### src/rtl/sparse_sel_sequencer_pkg.sv
// Shared types and constants for the sparse select-code sequencer:
// FSM state encoding, the sparse code table and its lookup helper.
package sparse_sel_pkg;

   // Sequencer states
   typedef enum logic [1:0] {
      S_IDLE  = 2'd0,
      S_ISSUE = 2'd1,
      S_DWELL = 2'd2,
      S_DONE  = 2'd3
   } state_t;

   // Width of the dwell counter (DWELL is limited to 0..255)
   localparam int CNT_W = 8;

   // Sparse case-select codes, entry 0 issued first
   localparam int CODE_NUM = 6;
   localparam int CODE_W   = 8;
   localparam logic [CODE_NUM-1:0][CODE_W-1:0] CODE = {
      8'd59, 8'd57, 8'd55, 8'd49, 8'd47, 8'd45
   };

   // Table lookup; indices past the end of the table read as zero so an
   // out-of-range request never produces an X or an array bound error.
   function automatic logic [CODE_W-1:0] code_at(input int i);
      logic [CODE_W-1:0] r;
      r = '0;
      for (int k = 0; k < CODE_NUM; k++) begin
         if (i == k) begin
            r = CODE[k];
         end
      end
      return r;
   endfunction

endpackage

### src/rtl/sparse_sel_sequencer_if.sv
// Valid/ready select-code channel between the sequencer and the
// downstream case-mux stage.
interface sparse_sel_sequencer_if #(
   parameter int SEL_W = 6,
   parameter int IDX_W = 3
);
   logic             sel_valid;
   logic             sel_ready;
   logic [SEL_W-1:0] sel_code;
   logic [IDX_W-1:0] sel_idx;

   // Sequencer side: offers codes, observes acceptance
   modport master (
      output sel_valid,
      output sel_code,
      output sel_idx,
      input  sel_ready
   );

   // Case-mux side: consumes codes, signals acceptance
   modport slave (
      input  sel_valid,
      input  sel_code,
      input  sel_idx,
      output sel_ready
   );
endinterface

### src/rtl/sparse_sel_sequencer_dwell_counter.sv
// Down-counter that times the hold gap after each accepted code.
// It loads a start value, counts down to zero and then parks there.
module dwell_counter
   import sparse_sel_pkg::*;
#(
   parameter int W = CNT_W
) (
   input  logic         clk,
   input  logic         rst,
   input  logic         clear,
   input  logic         load,
   input  logic [W-1:0] load_val,
   input  logic         dec,
   output logic         zero
);

   logic [W-1:0] count_reg;

   // Clear dominates load, load dominates decrement; never wraps below 0
   always_ff @(posedge clk) begin
      if (rst || clear) begin
         count_reg <= '0;
      end else if (load) begin
         count_reg <= load_val;
      end else if (dec && (count_reg != '0)) begin
         count_reg <= count_reg - W'(1);
      end
   end

   assign zero = (count_reg == '0);

endmodule

### src/rtl/sparse_sel_sequencer.sv
// Sparse select-code sequencer: on start, walks the code table once,
// offering each code on a valid/ready channel and holding for DWELL
// cycles after every accepted code, then pulses done. abort and rst
// both drop the run immediately without a done pulse.
module sparse_sel_sequencer
   import sparse_sel_pkg::*;
#(
   parameter int SEL_W  = 6,
   parameter int NCODES = 6,
   parameter int DWELL  = 2
) (
   input  logic                         clk,
   input  logic                         rst,
   input  logic                         start,
   input  logic                         abort,
   sparse_sel_sequencer_if.master       sel,
   output logic                         busy,
   output logic                         done
);

   localparam int IDX_W = (NCODES > 1) ? $clog2(NCODES) : 1;
   localparam logic [IDX_W-1:0] LAST_IDX = IDX_W'(NCODES - 1);

   // A zero dwell skips the hold state entirely
   localparam bit DWELL_EN = (DWELL > 0);
   localparam logic [CNT_W-1:0] DWELL_LOAD = DWELL_EN ? CNT_W'(DWELL - 1) : '0;

   state_t           state_reg;
   logic [IDX_W-1:0] idx_reg;
   logic [SEL_W-1:0] sel_code_reg;
   logic             sel_valid_reg;
   logic             busy_reg;
   logic             done_reg;

   logic             hs;
   logic             step;
   logic             is_last;
   logic             cnt_zero;
   logic             cnt_load;
   logic             cnt_dec;
   logic [IDX_W-1:0] idx_inc;
   logic [SEL_W-1:0] code_first;
   logic [SEL_W-1:0] code_inc;

   // Handshake on the offered code
   assign hs = (state_reg == S_ISSUE) && sel_valid_reg && sel.sel_ready;

   // Advance to the next code (or finish): straight from the handshake
   // when there is no dwell, otherwise once the hold gap has expired.
   assign step = (hs && !DWELL_EN) || ((state_reg == S_DWELL) && cnt_zero);

   assign is_last    = (idx_reg == LAST_IDX);
   assign idx_inc    = idx_reg + IDX_W'(1);
   assign code_first = SEL_W'(code_at(0));
   assign code_inc   = SEL_W'(code_at(int'(idx_inc)));

   // Counter is armed by the handshake and runs down only while holding
   assign cnt_load = hs && DWELL_EN && !abort;
   assign cnt_dec  = (state_reg == S_DWELL) && !cnt_zero;

   dwell_counter #(
      .W (CNT_W)
   ) u_dwell (
      .clk      (clk),
      .rst      (rst),
      .clear    (abort),
      .load     (cnt_load),
      .load_val (DWELL_LOAD),
      .dec      (cnt_dec),
      .zero     (cnt_zero)
   );

   // Sequencer FSM with all outputs registered; rst beats abort beats
   // everything else, so an abort also wins over a same-cycle handshake.
   always_ff @(posedge clk) begin
      if (rst) begin
         state_reg     <= S_IDLE;
         idx_reg       <= '0;
         sel_code_reg  <= '0;
         sel_valid_reg <= 1'b0;
         busy_reg      <= 1'b0;
         done_reg      <= 1'b0;
      end else if (abort) begin
         state_reg     <= S_IDLE;
         idx_reg       <= '0;
         sel_valid_reg <= 1'b0;
         busy_reg      <= 1'b0;
         done_reg      <= 1'b0;
      end else if (step) begin
         if (is_last) begin
            state_reg     <= S_DONE;
            sel_valid_reg <= 1'b0;
            done_reg      <= 1'b1;
         end else begin
            state_reg     <= S_ISSUE;
            idx_reg       <= idx_inc;
            sel_code_reg  <= code_inc;
            sel_valid_reg <= 1'b1;
         end
      end else begin
         case (state_reg)
            S_IDLE: begin
               done_reg <= 1'b0;
               if (start) begin
                  state_reg     <= S_ISSUE;
                  idx_reg       <= '0;
                  sel_code_reg  <= code_first;
                  sel_valid_reg <= 1'b1;
                  busy_reg      <= 1'b1;
               end
            end
            S_ISSUE: begin
               // Only reached with a non-zero dwell; code holds during the gap
               if (hs) begin
                  state_reg     <= S_DWELL;
                  sel_valid_reg <= 1'b0;
               end
            end
            S_DWELL: begin
               // Waiting for the counter; step handles the exit
               state_reg <= S_DWELL;
            end
            S_DONE: begin
               state_reg <= S_IDLE;
               done_reg  <= 1'b0;
               busy_reg  <= 1'b0;
            end
            default: begin
               state_reg     <= S_IDLE;
               sel_valid_reg <= 1'b0;
               busy_reg      <= 1'b0;
               done_reg      <= 1'b0;
            end
         endcase
      end
   end

   assign sel.sel_valid = sel_valid_reg;
   assign sel.sel_code  = sel_code_reg;
   assign sel.sel_idx   = idx_reg;
   assign busy          = busy_reg;
   assign done          = done_reg;

endmodule

### src/flat_wrapper.sv
// flat-port wrapper written by rule: the top's interface ports become plain ports
module sparse_sel_sequencer_flat import sparse_sel_pkg::*;
#(
   parameter int SEL_W  = 6,
   parameter int NCODES = 6,
   parameter int DWELL  = 2
)
  (clk, rst, start, abort, busy, done, sel_sel_valid, sel_sel_code, sel_sel_idx, sel_sel_ready);
  sparse_sel_sequencer_if #(.SEL_W(SEL_W), .IDX_W(3)) sel_i ();
  input  logic clk;
  input  logic rst;
  input  logic start;
  input  logic abort;
  output logic busy;
  output logic done;
  output wire logic [$bits(sel_i.sel_valid)-1:0] sel_sel_valid;
  output wire logic [$bits(sel_i.sel_code)-1:0] sel_sel_code;
  output wire logic [$bits(sel_i.sel_idx)-1:0] sel_sel_idx;
  input wire logic [$bits(sel_i.sel_ready)-1:0] sel_sel_ready;
  assign sel_sel_valid = sel_i.sel_valid;
  assign sel_sel_code = sel_i.sel_code;
  assign sel_sel_idx = sel_i.sel_idx;
  assign sel_i.sel_ready = sel_sel_ready;
  sparse_sel_sequencer #(.SEL_W(SEL_W), .NCODES(NCODES), .DWELL(DWELL)) u_core (.clk(clk), .rst(rst), .start(start), .abort(abort), .sel(sel_i), .busy(busy), .done(done));
endmodule
### config.mk
export PLATFORM = sky130hd
export DESIGN_NAME = sparse_sel_sequencer_flat
export DESIGN_NICKNAME = d
export VERILOG_FILES = /design/src/rtl/sparse_sel_sequencer_pkg.sv /design/src/rtl/sparse_sel_sequencer_if.sv /design/src/rtl/sparse_sel_sequencer_dwell_counter.sv /design/src/rtl/sparse_sel_sequencer.sv /design/src/flat_wrapper.sv
export SDC_FILE = /design/constraint.sdc
export NUM_CORES = 1
export LEC_CHECK = 0
export ABC_AREA = 0
export BUFFER_PORTS_ARGS = -buffer_cell sky130_fd_sc_hd__buf_2
export CAP_MARGIN = 40
export CORE_ASPECT_RATIO = 1.4
export CORE_UTILIZATION = 30
export CTS_CLUSTER_SIZE = 28
export DETAILED_ROUTE_END_ITERATION = 10
export GPL_ROUTABILITY_DRIVEN = 1
export GPL_TIMING_DRIVEN = 0
export PLACE_DENSITY = 0.49
export SLEW_MARGIN = 20
export SYNTH_ARGS = -nofsm -noshare
export SYNTH_HDL_FRONTEND = slang
export SYNTH_HIERARCHICAL = 1
export SYNTH_SLANG_ARGS = --single-unit
### constraint.sdc
create_clock -name clk -period 4.03 [get_ports clk]
set_input_delay 0.6045 -clock clk [delete_from_list [all_inputs] [get_ports clk]]
set_output_delay 0.6045 -clock clk [all_outputs]
set_load 0.05 [all_outputs]
Word-level counts from Yosys, hierarchy flattened
Cells that the tools add are included.

word-level totals
  bits in registers = 22
  output and inout port bits = 12

operators by class
  add/subtract/negate cells = 2
  equal/unequal tests = 14
  multiplexer cells = 30
  bitwise operators = 2
  reductions and logical operators = 28

operators by type and width
  kind                                                   number
  2-to-1 mux 6 bit                                       10
  == test 3 bit, second input constant                   5
  2-to-1 mux 3 bit                                       4
  nonzero test 2 bit                                     5
  2-to-1 mux 1 bit                                       9
  AND reduction 3 bit                                    3
  logical NOT 8 bit                                      1
  2-to-1 mux 2 bit                                       4
  one-hot mux 2 bit (4 select lines)                     1
  nonzero test 8 bit                                     1
  subtractor 8 x 1 -> 8 bit, second input constant       1
  logical AND 1 bit                                      6
  inequality test 2 bit, second input constant           3
  OR reduction 2 bit                                     3
  == test 2 bit, second input constant                   2
  one-hot mux 1 bit (2 select lines)                     2
  AND reduction 2 bit                                    2
  AND reduction 4 bit                                    1
  adder 3 x 1 -> 3 bit, second input constant            1
  == test 3 x 2 -> 1 bit, second input constant          1
  logical NOT 3 bit                                      1
  inequality test 3 x 1 -> 1 bit, second input constant  1
  inequality test 3 x 2 -> 1 bit, second input constant  1
  nonzero test 3 bit                                     1
  other kinds (5)                                        7

Longest topological paths before layout
  depth after elaboration = 10
  mapped depth = 9

By module
Netlist, hierarchy kept.

modules (own cells, without submodules)
  module                instances  cells an instance  area an instance (um^2)  seq. area each (um^2)
  sparse_sel_sequencer  1          101                854.6                    260.2
  dwell_counter         1          57                 476.7                    160.2

Worst setup path after synthesis
No wires, ideal clock.

  kind = register to register
  start = reg u_core.u_dwell.count_reg[0]
  end = reg u_core.u_dwell.count_reg[7]
  data arrival time = 2,025 ps
  path slack = 1,874 ps
  cell stages (with the launch flop) = 10
  clock period less this slack = 2,156 ps
  path through = dfxtp_1 inv_1 ha_1 nor4b_2 and2_1 nor2b_1 or3b_1 nor4_1 mux2i_1 a21oi_1

on the way
  word-level cells in the longest chain between the ends = 4
  elaborated cells on any way between the ends = 6
  those cells by class = add/sub: 1; reduce/logical: 5

ends and longest elaborated chain
  element                 line                                      RTL
  start, declared         sparse_sel_sequencer_dwell_counter.sv:17  logic [W-1:0] count_reg;
  start signal, assigned  sparse_sel_sequencer_dwell_counter.sv:24  count_reg <= load_val;
  start signal, assigned  sparse_sel_sequencer_dwell_counter.sv:26  count_reg <= count_reg - W'(1);
  logical NOT 8 bit       sparse_sel_sequencer_dwell_counter.sv:30  assign zero = (count_reg == '0);
  net u_core.cnt_zero     sparse_sel_sequencer.sv:38                logic cnt_zero;
  logical NOT 1 bit       sparse_sel_sequencer.sv:59                assign cnt_dec = (state_reg == S_DWELL) && !cnt_zero;
  logical AND 1 bit       sparse_sel_sequencer.sv:59
  net u_core.cnt_dec      sparse_sel_sequencer.sv:40                logic cnt_dec;
  logical AND 1 bit       sparse_sel_sequencer_dwell_counter.sv:25  end else if (dec && (count_reg != '0)) begin

The timed path passes the listed nets, and every way through them passes these cells.
A chain may end at the register's enable or synchronous reset.

Worst setup path after layout
Ends and elaborated chain as after synthesis.

==> impl_metrics.env <==
export IMPL_period_share=0.597
export IMPL_reg2reg_setup_slack_ns=1.63
export IMPL_power_density_nw_per_um2=270
export IMPL_ir_drop_mv=0.122
export IMPL_holdPathStages=2
export IMPL_grt_pass1_wl_mm=5.24
export IMPL_grt_remaining_overflow=0
export IMPL_final_cell_count_no_fill=244
export IMPL_wl_mm=2.90
export IMPL_clockBufferDepth=2
export IMPL_grt_pass1_vias=1219
export IMPL_crit_arrival_ns=2.53
export IMPL_hold_class="reg -> reg"
export IMPL_status="finished clean"
export IMPL_setup_tns_ns=0
export IMPL_hold_buffers=0
export IMPL_place_inst=240
export IMPL_cp_slowest_cell="or3b_1"
export IMPL_start_kind="flop"
export IMPL_post_cts_resized=0
export IMPL_crit_type="reg -> reg"
export IMPL_die_area_sq_um=4710
export IMPL_die_y_um=80.8
export IMPL_cts_htree_levels=1
export IMPL_syn_area_sq_um=1330
export IMPL_antenna_found_initial=0
export IMPL_core_sq_um=4240
export IMPL_cts_root_buf="clkbuf_8"
export IMPL_diodes=0
export IMPL_r2r_end="u_core/u_dwell/count_reg[7]$_SDFFE_PP0P_"
export IMPL_synth_ff_type="dfxtp_1"
export IMPL_hold_start="u_core/done$_SDFFE_PP0P_"
export IMPL_synth_edf_count=0
export IMPL_area_growth_pct=16.7
export IMPL_drv_slew=0
export IMPL_crit_path_cell_trace="inv_1 > ha_1 > nor4b_2 > and2_1 > nor2b_1 > or3b_1 > nor4_1 > mux2i_1 > a21oi_1"
export IMPL_synthArstFlopShare=0
export IMPL_clkLatencyLatePin_ns=0.26
export IMPL_cap_violations=0
export IMPL_synth_top_area_cell="dfxtp_1"
export IMPL_io_buffers=16
export IMPL_gp_congestion=0.725
export IMPL_clk_pin_slew_worst_paths_ns=0.08
export IMPL_final_nets=202
export IMPL_synth_cell_types=48
export IMPL_die_x_um=58.3
export IMPL_numCtsBuffers=3
export IMPL_remaining_drc_errors=0
export IMPL_ant_nets=0
export IMPL_critPathCaptureType="flop"
export IMPL_avgSynthCellArea_sq_um=8.43
export IMPL_largest_reg_flops=8
export IMPL_grt_max_degree=12
export IMPL_synth_seq_area_share=0.316
export IMPL_synthDominantCellAreaShare=0.316
export IMPL_n_fill_cell=467
export IMPL_r2r_start="u_core/u_dwell/count_reg[0]$_SDFFE_PP0P_"
export IMPL_via_per_inst=4.77
export IMPL_post_drt_wl_per_cell_um=11.9
export IMPL_leakage_uw=0.000610
export IMPL_setup_viol=0
export IMPL_cp_slowest_stage_delay_ns=0.43
export IMPL_ys_ff_latch=21
export IMPL_hold_violations=0
export IMPL_initial_utilization=0.314
export IMPL_track_usage=0.142
export IMPL_cts_sinks=21
export IMPL_worstPathMaxFanout=4
export IMPL_layout_drive_gt1_share=0.179
export IMPL_rows=28
export IMPL_tightest_slew_ns=0.545
export IMPL_relSlewSlack=0.636
export IMPL_boundaryPins=17
export IMPL_first_iter_violations=34
export IMPL_dpl_hpwl_mm=2.28
export IMPL_layout_min_cycle_time_ns=2.40
export IMPL_rsz0062_at_grt="no"
export IMPL_synth_area_leaders="dfxtp_1 (32%), ha_1 (11%), a21oi_1 (7.1%)"
export IMPL_synth_cells=158
export IMPL_reg2reg_depth=9
export IMPL_cts_setup_buffers=0
export IMPL_cts_tree="yes"
export IMPL_hold_end="u_core/done$_SDFFE_PP0P_"
export IMPL_yosys_warnings=6
export IMPL_clock_skew_final_ns=0.00509
export IMPL_num_vias=1165
export IMPL_max_freq_mhz=416
export IMPL_critPathRequiredTime_ns=4.16
export IMPL_first_pass_iters=4
worst max-delay path: cells and delay by family (launching register included):
kind            cells  cell delay [ns]
simple gates        5             1.32
buf+inv             1             0.08
compound gates      1             0.08
flops               1             0.36
mux                 1             0.22
fa+ha+maj           1             0.22
cells in the mapped netlist, types with 2 or more instances:
cell and n:
nor3_1 6, clkbuf_1 2, o21ai_0 10, and2_1 2, nand3_1 2, a211oi_1 3, inv_1 12, ha_1 12
nor2b_1 2, xnor2_1 2, o21ai_1 2, nor4b_1 2, buf_6 2, conb_1 2, nor4_1 2, a31oi_1 2
a21oi_1 19, mux2i_1 2, nor2_1 13, nor3_2 2, nand2_1 10, dfxtp_1 21
placed cells by master (no fill, tap or decap), types with 3 or more instances in the layout:
cell type  instances
buf_2             16
clkbuf_8           3
clkbuf_1           3
o21ai_0           10
ha_1              12
nor2_1            13
nand2_1           10
a21oi_1           19
a211oi_1           3
dfxtp_1           21
conb_1             8
inv_1             12
nor3_1             6
per-stage QoR:
stage | instance area [sq um] | hold WS (ns) | total power, uW | utilization | setup WS (ns)
floorplan | 1350 | 0.471 | 271 | - | 1.87
global placement | 1510 | 0.467 | 287 | 0.356 | 1.62
detailed placement | 1510 | 0.474 | 288 | 0.356 | 1.62
CTS | 1550 | 0.488 | 429 | 0.367 | 1.60
global route | 1550 | 0.533 | 443 | 0.367 | 1.44
finish | 1550 | 0.482 | 419 | 0.367 | 1.63
where the power goes:
part / internal (uW) / switching [uW] / total [uW]
logic: 21.5 / 44.6 / 66.1
registers: 212 / 3.50 / 216
clock network: 70.3 / 66.5 / 137
total: 304 / 115 / 419
cells by family (layout without fill, tap and decap cells):
kind of cell,Yosys count,after routing,share of synthesized area
buffers and inverters,17,37,0.0620
DFF,21,21,0.316
muxes,4,4,0.0432
other,2,8,0.00564
xor gates and xnor gates,2,2,0.0132
AOI/OAI and AO/OA,48,48,0.227
and+or+nand+nor,52,52,0.221
adders and majority gates,12,12,0.113
how the worst max path moves through the flow:
stage | startpoint | end | slack, ns
global placement | u_core/u_dwell/count_reg[0]$_SDFFE_PP0P_ | u_core/u_dwell/count_reg[7]$_SDFFE_PP0P_ | 1.62
detailed placement | u_core/u_dwell/count_reg[0]$_SDFFE_PP0P_ | u_core/u_dwell/count_reg[7]$_SDFFE_PP0P_ | 1.62
finish | u_core/u_dwell/count_reg[0]$_SDFFE_PP0P_ | u_core/u_dwell/count_reg[7]$_SDFFE_PP0P_ | 1.63
global route | u_core/u_dwell/count_reg[0]$_SDFFE_PP0P_ | u_core/u_dwell/count_reg[7]$_SDFFE_PP0P_ | 1.44
floorplan | u_core/u_dwell/count_reg[0]$_SDFFE_PP0P_ | u_core/u_dwell/count_reg[7]$_SDFFE_PP0P_ | 1.87
CTS | u_core/u_dwell/count_reg[0]$_SDFFE_PP0P_ | u_core/u_dwell/count_reg[7]$_SDFFE_PP0P_ | 1.60
routing by layer:
metal / vias to the layer above / global-route usage / share of wire
met4: 0 / 0.0643 / 0.0073
met1: 547 / 0.148 / 0.42
met2: 8 / 0.271 / 0.56
li1: 608 / - / -
met3: 2 / 0.0223 / 0.014
met5: - / 0 / 0
area by class of cell:
cell class / instances / area (sq um) / share of cell area
buffer: 5 / 37.5 / 0.0242
inverter: 12 / 45.0 / 0.0290
multi-input combinational: 126 / 851 / 0.548
clock buffer: 4 / 45.0 / 0.0290
tap: 60 / 75.1 / 0.0483
timing repair buffer: 16 / 80.1 / 0.0515
sequential: 21 / 420 / 0.271
Note: power is estimated with default switching activity, not from simulation.
